[config.mk]
export PLATFORM = sky130hd
export DESIGN_NAME = scoreboard_hazard_unit
export DESIGN_NICKNAME = d
export VERILOG_FILES = /design/src/rtl/mips_pipe_pkg.sv /design/src/rtl/scoreboard_hazard_unit_sb_entry.sv /design/src/rtl/scoreboard_hazard_unit.sv
export SDC_FILE = /design/constraint.sdc
export NUM_CORES = 1
export LEC_CHECK = 0
export CORE_UTILIZATION = 42
export DETAILED_ROUTE_END_ITERATION = 7
export PLACE_DENSITY = 0.57
export SYNTH_ARGS = -nofsm -noshare
export SYNTH_HDL_FRONTEND = slang
export SYNTH_SLANG_ARGS = --single-unit
[constraint.sdc]
create_clock -name clk -period 9.66 [get_ports clk]
set_input_delay 1.932 -clock clk [delete_from_list [all_inputs] [get_ports clk]]
set_output_delay 1.932 -clock clk [all_outputs]
set_load 0.01 [all_outputs]
[src/rtl/mips_pipe_pkg.sv]
// Shared pipeline constants: forwarding-mux encodings and scoreboard width helpers.
package mips_pipe_pkg;

  localparam logic [1:0] FWD_RF    = 2'b00;
  localparam logic [1:0] FWD_EXMEM = 2'b01;
  localparam logic [1:0] FWD_MEMWB = 2'b10;

  // Width of the producer-latency field (holds 0..max_lat).
  function automatic int unsigned lat_width(input int unsigned max_lat);
    return $clog2(max_lat + 1);
  endfunction

  // Width of a pending counter (holds 0..max_lat+1).
  function automatic int unsigned pcnt_width(input int unsigned max_lat);
    return $clog2(max_lat + 2);
  endfunction

endpackage

[src/rtl/scoreboard_hazard_unit_sb_entry.sv]
// One scoreboard slot: a pending-cycles counter that loads on reservation
// and otherwise counts down to zero.
module sb_entry #(
  parameter int unsigned PW = 3
) (
  input  logic          clk,
  input  logic          rst_n,
  input  logic          load,
  input  logic [PW-1:0] load_val,
  output logic [PW-1:0] cnt
);

  // A reservation takes priority over the countdown in the same cycle.
  always_ff @(posedge clk or negedge rst_n) begin
    if (!rst_n) begin
      cnt <= '0;
    end else if (load) begin
      cnt <= load_val;
    end else if (cnt != '0) begin
      cnt <= cnt - PW'(1);
    end
  end

endmodule

[src/rtl/scoreboard_hazard_unit.sv]
// ID-stage scoreboard: tracks in-flight register writes, raises RAW/WAW stalls,
// selects operand forwarding and counts stall cycles.
module scoreboard_hazard_unit
  import mips_pipe_pkg::*;
#(
  parameter  int unsigned REG_ADDR_W = 5,
  parameter  int unsigned MAX_LAT    = 4,
  parameter  int unsigned CNT_W      = 16,
  localparam int unsigned LW         = lat_width(MAX_LAT)
) (
  input  logic                  clk,
  input  logic                  rst_n,
  input  logic                  issue_valid,
  input  logic [REG_ADDR_W-1:0] issue_rs,
  input  logic [REG_ADDR_W-1:0] issue_rt,
  input  logic                  issue_use_rs,
  input  logic                  issue_use_rt,
  input  logic                  issue_wr_en,
  input  logic [REG_ADDR_W-1:0] issue_rd,
  input  logic [LW-1:0]         issue_lat,
  input  logic                  flush,
  output logic                  stall,
  output logic                  issue_fire,
  output logic [1:0]            fwd_sel_rs,
  output logic [1:0]            fwd_sel_rt,
  output logic                  busy_any,
  output logic [CNT_W-1:0]      stall_count
);

  localparam int unsigned NREGS = 2 ** REG_ADDR_W;
  localparam int unsigned PW    = pcnt_width(MAX_LAT);

  logic [PW-1:0] pcnt [NREGS];
  logic [PW-1:0] leff;
  logic [PW-1:0] res_val;
  logic          rd_nz;
  logic          res_en;
  logic          haz_rs;
  logic          haz_rt;
  logic          waw;

  // Source is hazardous while its producer is still more than two cycles out.
  function automatic logic src_hazard(input logic                  use_src,
                                      input logic [REG_ADDR_W-1:0] idx,
                                      input logic [PW-1:0]         cnt);
    return use_src && (idx != '0) && (cnt > PW'(2));
  endfunction

  function automatic logic [1:0] fwd_decode(input logic                  use_src,
                                            input logic [REG_ADDR_W-1:0] idx,
                                            input logic [PW-1:0]         cnt);
    logic [1:0] sel;
    sel = FWD_RF;
    if (use_src && (idx != '0)) begin
      if (cnt == PW'(2)) begin
        sel = FWD_EXMEM;
      end else if (cnt == PW'(1)) begin
        sel = FWD_MEMWB;
      end
    end
    return sel;
  endfunction

  // Effective latency: 0 behaves as 1, anything above MAX_LAT is clamped.
  always_comb begin
    leff = PW'(issue_lat);
    if (issue_lat == '0) begin
      leff = PW'(1);
    end else if (32'(issue_lat) > MAX_LAT) begin
      leff = PW'(MAX_LAT);
    end
  end

  assign res_val = leff + PW'(1);
  assign rd_nz   = (issue_rd != '0);

  assign haz_rs = src_hazard(issue_use_rs, issue_rs, pcnt[issue_rs]);
  assign haz_rt = src_hazard(issue_use_rt, issue_rt, pcnt[issue_rt]);
  // A younger writer may not finish before an older write to the same register.
  assign waw    = issue_wr_en && rd_nz && (pcnt[issue_rd] > res_val);

  assign stall      = issue_valid & ~flush & (haz_rs | haz_rt | waw);
  assign issue_fire = issue_valid & ~stall & ~flush;
  assign res_en     = issue_fire & issue_wr_en & rd_nz;

  assign fwd_sel_rs = fwd_decode(issue_use_rs, issue_rs, pcnt[issue_rs]);
  assign fwd_sel_rt = fwd_decode(issue_use_rt, issue_rt, pcnt[issue_rt]);

  // r0 is hardwired: never reserved, always reads as idle.
  assign pcnt[0] = '0;

  for (genvar r = 1; r < NREGS; r++) begin : g_entry
    sb_entry #(
      .PW (PW)
    ) u_entry (
      .clk      (clk),
      .rst_n    (rst_n),
      .load     (res_en && (issue_rd == REG_ADDR_W'(r))),
      .load_val (res_val),
      .cnt      (pcnt[r])
    );
  end

  always_comb begin
    busy_any = 1'b0;
    for (int r = 1; r < NREGS; r++) begin
      busy_any = busy_any | (pcnt[r] != '0);
    end
  end

  // Saturating stall-cycle performance counter.
  always_ff @(posedge clk or negedge rst_n) begin
    if (!rst_n) begin
      stall_count <= '0;
    end else if (stall && (stall_count != '1)) begin
      stall_count <= stall_count + CNT_W'(1);
    end
  end

endmodule
==> impl_metrics.tcl <==
set metrics [dict create \
    worst_hold_slack_ns 0.495 \
    h-tree-depth 3 \
    ctsResizeCount 0 \
    yosysUniqueCellTypes 53 \
    tightestPinTransition_ns 1.07 \
    clk_path_buf_depth 2 \
    final.setup_skew_ns 0.0117 \
    post_cts_buffers 0 \
    area_growth_pct 10.0 \
    hold_path.class "reg2reg" \
    r2r_slack_ns 5.49 \
    drc 4 \
    grt_usage_pct 25.0 \
    worstSetupPathType "in2out" \
    cellLeakagePower_nw 4.36 \
    synth_common_cells "mux2i_1 (151), dfrtp_1 (109), inv_1 (69), ha_1 (67), nand2_1 (60)" \
    stdcell_count 1224 \
    rr_worst_depth 11 \
    place_congestion 0.913 \
    antenna_cells 0 \
    hold_buffers 0 \
    clock_latency_ns 0.37 \
    nets 1031 \
    grt_use_met2_pct 37.5 \
    grt_max_degree 62 \
    synthCells 921 \
    die_width_um 152 \
    r2r-start "g_entry[11].u_entry.cnt[1]" \
    timing.slew.headroom_pct 28.7 \
    place_hpwl_mm 20.7 \
    syn_area_per_cell_um2 10.3 \
    fmax_mhz 122 \
    use_met1_pct 35.6 \
    wl_per_cell_um 22.8 \
    worstSetupEndpointType "output pin" \
    root_buffer "clkbuf_16" \
    grt_setup_unrepaired "no" \
    die_area_um2 23300 \
    finalMaxSlewViolations 0 \
    synth_seq_cells 109 \
    grt_use_met3_pct 5.75 \
    violations "design-rule violations" \
    cap_viol_max_count 0 \
    die_h_um 152 \
    syn_area_um2 9510 \
    critPathRequiredTime_ns 7.73 \
    initial_core_util_pct 43.2 \
    synthArstFlopShare_pct 100 \
    max-vdd-ir-drop_mv 0.134 \
    yosysTopAreaCellShare_pct 28.7 \
    viasPerCell 5.97 \
    finalCritPeriodShare_pct 84.5 \
    firstDrtPassIters 7 \
    path_max_fanout 19 \
    numCtsBuffers 9 \
    start_kind "input pin" \
    final.min_clock_period_ns 8.17 \
    grt.busiest_layer "met2" \
    drt-total-wl_mm 27.9 \
    status "finished, violations left" \
    arrival_ns 6.24 \
    synth_most_common_cell "mux2i_1" \
    setup_tns_ns 0 \
    synth_edf_count 0 \
    clk_pin_slew_ns 0.08 \
    min_path_cells 1 \
    p_per_area_nw_per_um2 283 \
    holdPathEnd "stall_count[6]" \
    drive_gt1_share_pct 13.1 \
    vias 7303 \
    antenna_found_initial 2 \
    tritoncts "done" \
    final-hold-violation-count 0 \
    final_util_pct 47.5 \
    port_buffers 47 \
    grt_pass1_wl_mm 44.0 \
    first_iter_violations 659 \
    synth_nets 1013 \
    regToRegEndpoint "g_entry[10].u_entry.cnt[2]" \
    grt_pass1_vias 7295 \
    yosysSeqAreaShare_pct 28.7 \
    grt_overflow_total 0 \
    synth_ff_type "dfrtp_1" \
    fp-row-count 54 \
    cts_sinks 109 \
    core_um2 22000 \
    synth_area_leader_cell "dfrtp_1" \
    ant_nets 0 \
    synth.area.top_cells "dfrtp_1 (29%), mux2i_1 (16%), mux4_2 (11%)" \
    final-setup-viol-count 0 \
    num_io_pins 48 \
    placed_cells 1208 \
    min_from "stall_count[6]" \
    yosys_warnings 0 \
]
## worst max-delay path by stage
stage,depth (start not counted),endpoint,start
6_report,13,issue_fire,issue_rd[1]
3_3_place_gp,13,issue_fire,issue_rd[1]
5_1_grt,13,issue_fire,issue_rd[1]
4_1_cts,13,issue_fire,issue_rd[1]
3_5_place_dp,13,issue_fire,issue_rd[1]
2_1_floorplan,15,issue_fire,issue_rd[0]
## sequential cells by signal, summed over array words and instances, names as in the netlist
register	flops
stall_count	16
g_entry.u_entry.cnt	93
## final cells by class
type | count | area (µm²)
fill | 2104 | 11600
multi-input combinational | 694 | 6310
sequential | 109 | 2730
timing repair buffer | 56 | 526
tap | 280 | 350
inverter | 69 | 259
clock buffer | 9 | 225
clock inverter | 7 | 66.3
## power breakdown
group	switching, mW	total [mW]	internal (mW)
clock	0.198	0.380	0.182
sequential	0.374	1.06	0.683
combinational	0.762	1.52	0.762
total	1.33	2.96	1.63
## routing by layer
layer  part of all wire (%)  vias up
met4                    2.6        4
li1                       -     3368
met1                     46     3607
met5                  0.083        -
met3                    7.6       52
met2                     44      272
## layout by cell type, fill, tap and decap left out, types with 18 or more instances in the layout
| cell | netlist | final |
|---|---|---|
| mux2i_1 | 151 | 151 |
| dfrtp_1 | 109 | 109 |
| inv_1 | 69 | 69 |
| ha_1 | 67 | 67 |
| nand2_1 | 60 | 60 |
| mux4_2 | 48 | 48 |
| xnor2_1 | 47 | 46 |
| clkdlybuf4s50_1 | 0 | 44 |
| nand2b_1 | 40 | 40 |
| nor2_1 | 39 | 39 |
| o21ai_0 | 38 | 38 |
| nand3_1 | 23 | 23 |
| nor3_4 | 18 | 18 |
## kinds of logic after synthesis
group / after synthesis / share of synthesized area (%)
adder cells (fa/ha/maj): 67 / 8.81
multiplexers: 215 / 29.2
buffers and inverters: 118 / 5.16
AO/OA/AOI/OAI: 97 / 6.63
flip-flops: 109 / 28.7
AND/OR/NAND/NOR: 268 / 17.2
XOR/XNOR: 47 / 4.33
## worst max-delay path, cell delays in order
cell and delay (ns):
clkdlybuf4s50_1 0.95, buf_4 0.38, mux2_2 0.36, a22o_1 0.18, mux4_2 0.44, mux2_2 0.27
ha_1 0.30, nand3_1 0.10, o211ai_1 0.12, o32ai_1 0.12, or3_4 0.43, nor2_1 0.11
clkdlybuf4s50_1 0.54
## metrics by stage
| step | total power, mW | worst slack [ns] | instance area, µm² |
|---|---|---|---|
| after floorplan | 2.12 | 1.72 | 9510 |
| after global placement | 2.54 | 1.56 | 10200 |
| after detailed placement | 2.57 | 1.50 | 10200 |
| after CTS | 2.97 | 1.48 | 10500 |
| after global routing | 3.23 | 1.24 | 10500 |
| final | 2.96 | 1.49 | 10500 |
(Power assumes the default switching activity.)
